`src/rtl/fp32_to_bf16_packer.sv`:
```
// fp32 -> bf16 (RNE) converter that packs two results per 32-bit word for writeback.
// Define BF16_SAT_EN to clamp finite overflow to the largest finite bf16 instead of inf.
module fp32_to_bf16_packer #(
    parameter int CNT_W = 16
) (
    input  logic             clk,
    input  logic             rst,
    input  logic             in_valid,
    output logic             in_ready,
    input  logic [31:0]      in_data,
    input  logic             in_last,
    output logic             out_valid,
    input  logic             out_ready,
    output logic [31:0]      out_data,
    output logic [1:0]       out_keep,
    output logic             out_last,
    output logic [CNT_W-1:0] word_count
);

    logic        sgn;
    logic [7:0]  expo;
    logic        rnd_up;
    logic [14:0] mag_sum;
    logic [15:0] rounded;

    assign sgn     = in_data[31];
    assign expo    = in_data[30:23];
    assign rnd_up  = in_data[15] && ((|in_data[14:0]) || in_data[16]);
    assign mag_sum = in_data[30:16] + {14'h0, rnd_up};

    always_comb begin
        rounded = {sgn, mag_sum};
        if (expo == 8'h00) begin
            rounded = {sgn, 15'h0};
        end else if (expo == 8'hFF) begin
            if (in_data[22:0] != 23'h0)
                rounded = {sgn, 8'hFF, 1'b1, in_data[21:16]};
            else
                rounded = {sgn, 8'hFF, 7'h0};
        end else if (mag_sum[14:7] == 8'hFF) begin
            // A finite input whose rounding carried into the all-ones exponent
`ifdef BF16_SAT_EN
            rounded = {sgn, 15'h7F7F};
`else
            rounded = {sgn, 8'hFF, 7'h0};
`endif
        end
    end

    logic [15:0]      lane0_q, lane0_d;
    logic             lane0_vld_q, lane0_vld_d;
    logic             out_valid_q, out_valid_d;
    logic [31:0]      out_data_q, out_data_d;
    logic [1:0]       out_keep_q, out_keep_d;
    logic             out_last_q, out_last_d;
    logic [CNT_W-1:0] word_count_q, word_count_d;
    logic             accept, handoff;

    assign in_ready = !out_valid_q || out_ready;
    assign accept   = in_valid && in_ready;
    assign handoff  = out_valid_q && out_ready;

    always_comb begin
        lane0_d      = lane0_q;
        lane0_vld_d  = lane0_vld_q;
        out_valid_d  = out_valid_q;
        out_data_d   = out_data_q;
        out_keep_d   = out_keep_q;
        out_last_d   = out_last_q;
        word_count_d = word_count_q;
        if (handoff) begin
            out_valid_d  = 1'b0;
            word_count_d = word_count_q + CNT_W'(1);
        end
        if (accept) begin
            if (lane0_vld_q) begin
                out_valid_d = 1'b1;
                out_data_d  = {rounded, lane0_q};
                out_keep_d  = 2'b11;
                out_last_d  = in_last;
                lane0_vld_d = 1'b0;
            end else if (in_last) begin
                out_valid_d = 1'b1;
                out_data_d  = {16'h0000, rounded};
                out_keep_d  = 2'b01;
                out_last_d  = 1'b1;
            end else begin
                lane0_d     = rounded;
                lane0_vld_d = 1'b1;
            end
        end
    end

    always_ff @(posedge clk) begin
        if (rst) begin
            lane0_q      <= '0;
            lane0_vld_q  <= 1'b0;
            out_valid_q  <= 1'b0;
            out_data_q   <= '0;
            out_keep_q   <= '0;
            out_last_q   <= 1'b0;
            word_count_q <= '0;
        end else begin
            lane0_q      <= lane0_d;
            lane0_vld_q  <= lane0_vld_d;
            out_valid_q  <= out_valid_d;
            out_data_q   <= out_data_d;
            out_keep_q   <= out_keep_d;
            out_last_q   <= out_last_d;
            word_count_q <= word_count_d;
        end
    end

    assign out_valid  = out_valid_q;
    assign out_data   = out_data_q;
    assign out_keep   = out_keep_q;
    assign out_last   = out_last_q;
    assign word_count = word_count_q;

endmodule

```
`config.mk`:
```
export PLATFORM = sky130hd
export DESIGN_NAME = fp32_to_bf16_packer
export DESIGN_NICKNAME = d
export VERILOG_FILES = /design/src/rtl/fp32_to_bf16_packer.sv
export SDC_FILE = /design/constraint.sdc
export NUM_CORES = 1
export LEC_CHECK = 0
export CORE_MARGIN = 5
export CORE_UTILIZATION = 42
export CTS_BUF_LIST = sky130_fd_sc_hd__clkbuf_4
export DETAILED_ROUTE_END_ITERATION = 7
export PLACE_DENSITY = 0.75
export SETUP_SLACK_MARGIN = 0.2
export SYNTH_ARGS = -nofsm -noshare
export SYNTH_HDL_FRONTEND = slang
export SYNTH_SLANG_ARGS = --single-unit
```
`constraint.sdc`:
```
create_clock -name clk -period 3.2 [get_ports clk]
set_clock_uncertainty 0.1 [all_clocks]
set_input_delay 0.64 -clock clk [delete_from_list [all_inputs] [get_ports clk]]
set_output_delay 0.64 -clock clk [all_outputs]
set_load 0.02 [all_outputs]
```
==> Implementation_results.wiki, run 1 <==
{| class="wikitable"
! Metric !! Value
|-
| Number of pins with negative max-slew slack in the final report || 0
|-
| Area leader, netlist || dfxtp_1
|-
| Final critical delay including setup and external delays || roughly 2800 ps
|-
| Yosys reg bits || 69
|-
| Post-cts sizing count || 0
|-
| Min setup slack post-route || roughly 380 ps
|-
| Tcrit/Tclk final || 88.2%
|-
| Leading cell type in the layout, fill and taps excluded || clkdlybuf4s50_1
|-
| Final global-route overflow total || 0
|-
| Maximum clock path buffer count || 2
|-
| Area growth, synth to finish || 39.5%
|-
| Pre-Repair DR Iteration Count || 4
|-
| Die Outline Area || just over 9000 µm²
|-
| Core Region || 7250 µm²
|-
| Most frequent cells in the layout || clkdlybuf4s50_1, dfxtp_1, nand2_1, nor2_1, buf_4
|-
| Fin nets || 487
|-
| Top-Level Pins || 90
|-
| CTS root buf || clkbuf_4
|-
| Delay contributed by the slowest stage of the critical path || approximately 670 ps
|-
| Critical R2R Capture || out_data[0]
|-
| Rel. slew slack || 41.5%
|-
| H-Tree Level Count || 3
|-
| Origin of the worst min-delay path || out_data[10]
|-
| Slew of the pin with the lowest slew margin || 871 ps
|-
| Highest clock frequency the design can meet || 354 MHz
|-
| DIE HEIGHT || between 90 and 100 µm
|-
| Total nets after synthesis || about 380
|-
| LEAKAGE || 0.00152 µW
|-
| Crit Reg-Reg Startpoint || out_valid
|-
| WS Path Type || in -> reg
|-
| CP Cell Sequence || clkdlybuf4s50_1 > and2_1 > ha_1 > nand4_4 > nor4_4 > xnor2_1 > or4_4 > a32o_1
|-
| GR Util All Layers || 18.8%
|-
| Number of hold violations in the final report || 0
|-
| Starting density of the core || 43.1%
|-
| Worst Hold Endpoint || out_data[10]
|-
| Startpoint types || input pin
|-
| Setup total negative slack || 0 ps
|-
| Number of antenna cells inserted || 0
|-
| Depth of the worst register-to-register path || 5
|-
| Number of antenna-violating nets in the routed design || 0
|-
| CTS tree || yes
|-
| Number of buffers added by the clock tree synthesis step || 9
|-
| Antenna violations before repair || 0
|-
| Worst path arrival time || around 3000 ps
|-
| Placed cell count || 536
|-
| Setup violations, final || 0
|-
| Global-route wire length before repair || 13,500 µm
|-
| Horiz. Die Dim || 96.2 µm
|-
| Outcome || finished, final reports clean
|-
| DP Wirelength || 6290 µm
|-
| Crit path max-delay family || simple AND/OR/NAND/NOR gates
|-
| Routed Wire Length || about 8400 µm
|-
| Largest driver fanout on the critical path || 17
|-
| Area fraction of the dominant cell type after synthesis || 44.2%
|-
| Number of sinks driven by the clock tree || 69
|-
| Buffers & Inverters on Critical Path || 1
|-
| Post-route non-filler standard cell count || 552
|-
| Routed wirelength normalized by instance count || about 15 µm
|-
| Post-synth cell types || between 40 and 50
|-
| Cell type of the slowest stage on the worst timing path || or4_4
|-
| Via count of the first global-routing pass || 2,747
|-
| Share of synthesized area occupied by flip-flops and latches || between 40% and 50%
|-
| Fraction of layout cells with a size suffix above 1 || 11.0%
|-
| Ratio of routed vias to standard cells || 5.38
|-
| Maximum resistive drop on vdd || 0.241 mV
|-
| Number of flops mapped to enable cells by yosys || 0
|-
| Clock transition at the registers of the reported paths || 120 ps
|-
| Insertion delay to the later sink of the worst-skew pair || ~400 ps
|-
| Pre-CTS setup slack || -30.6 ps
|-
| Buffers on Ports || 89
|-
| DRC Markers || 0
|-
| Count of mapped cells out of synthesis || 344
|-
| Post-synth ARST share || 0%
|-
| First-iteration detailed-routing DRC count || 163
|-
| Final GP Congestion || roughly 0.9
|-
| Kind of path behind the tightest hold check || reg -> reg
|-
| Yosys synthesis warning count || 0
|-
| Top flip-flop cell by instance count after synthesis || dfxtp_1
|-
| Number of buffers inserted by hold repair at cts || 0
|-
| Reg2reg setup slack || 1210 ps
|-
| Post-synthesis instance area || approximately 3100 µm²
|-
| Post-CTS setup buffers || 0
|-
| Vias || 2,971
|-
| Power per Cell Area || 412 nW/µm²
|-
| Cell count of the worst hold path || 2
|-
| Required time at the endpoint of the critical path || 3400 ps
|-
| Pin count of the biggest net entering global routing || 38
|-
| Avg Cell Area, Syn || 9.08 µm²
|-
| Area contributors post-synth || dfxtp_1, a32o_1, xnor2_1
|-
| Max-cap check violation count || 0
|-
| Category of the worst setup path capture point || flop
|-
| Setup repair after global routing missed its margin || false
|-
| Row cnt || 31
|}
-- cells in the mapped netlist, drive strengths merged, types with 3 or more instances --
library cell  instances
o21a                  4
o31ai                 8
xnor2                18
clkbuf               14
or3                   5
a32o                 16
a311oi                4
nand4                 8
buf                   5
mux2i                 4
and2                  4
nand2b                7
dfxtp                69
a31o                  6
xor2                  4
nand3                 8
a21oi                10
nor3                 14
a22o                 12
nor2                 28
nor4                 13
and3                  3
o21ai                 9
inv                  13
nand2                39
nand3b                4
-- worst max path at each step --
| stage | startpoint | end | slack [ps] | cells past startpoint |
|---|---|---|---|---|
| 2_1_floorplan | in_data[16] | out_data[22] | 460 | 9 |
| 3_3_place_gp | in_data[16] | out_data[20] | 60 | 8 |
| 3_5_place_dp | in_data[16] | out_data[20] | -30 | 8 |
| 4_1_cts | in_data[16] | out_data[20] | 410 | 8 |
| 5_1_grt | in_data[16] | out_data[20] | 300 | 8 |
| 6_report | in_data[15] | out_data[20] | 380 | 8 |
-- stage by stage --
stage,util [%],cell area [µm²],hold slack [ps],power (µW)
2_1_floorplan,-,3120,326,1090
3_3_place_gp,58.1,4220,324,1240
3_5_place_dp,58.1,4220,341,1240
4_1_cts,60.1,4360,359,1810
5_1_grt,60.1,4360,388,1880
6_report,60.1,4360,351,1790
-- worst register-to-register path: cells and delay by family (launching register included) --
kind / cells / cell delay, ps
flops: 1 / 350
simple gates: 3 / 1120
compound gates: 1 / 260
buf+inv: 1 / 100
-- registers in the layout (all words and copies together), names as in the netlist --
register,flops
out_data,32
out_keep,2
out_last,1
lane0_q,16
word_count,16
lane0_vld_q,1
out_valid,1
-- area by class of cell --
type	instances	area (µm²)
Fill cell	651	2900
Multi-Input combinational cell	243	1600
Sequential cell	69	1380
Timing Repair Buffer	112	1060
Tap cell	99	124
Clock inverter	7	73.8
Clock buffer	9	67.6
Inverter	13	48.8
-- logic make-up after synthesis --
family	share of synthesized area, %
compound gates	19.0
xor+xnor	6.17
simple gates	23.1
mux	2.00
buf+inv	4.69
fa+ha+maj	0.801
flops	44.2
-- metal layers --
metal	GRT usage, %	routed length, µm
met5	0	0
met4	5.69	66
met3	3.91	403
met2	29.4	4010
met1	26.0	3900
-- power breakdown --
part	leakage (µW)	total, µW	switching [µW]	internal (µW)
logic	0.000887	306	156	150
registers	0.000561	918	20.8	897
clock network	0.0000767	571	329	242
Power figures use the tool's default switching activity.
==> run 2, diff against run 1 <==
Settings changed: CTS_CLUSTER_DIAMETER from default to 60.
==> results of run 2 <==
Final layout, timing and power as in run 1 (identical DEF).
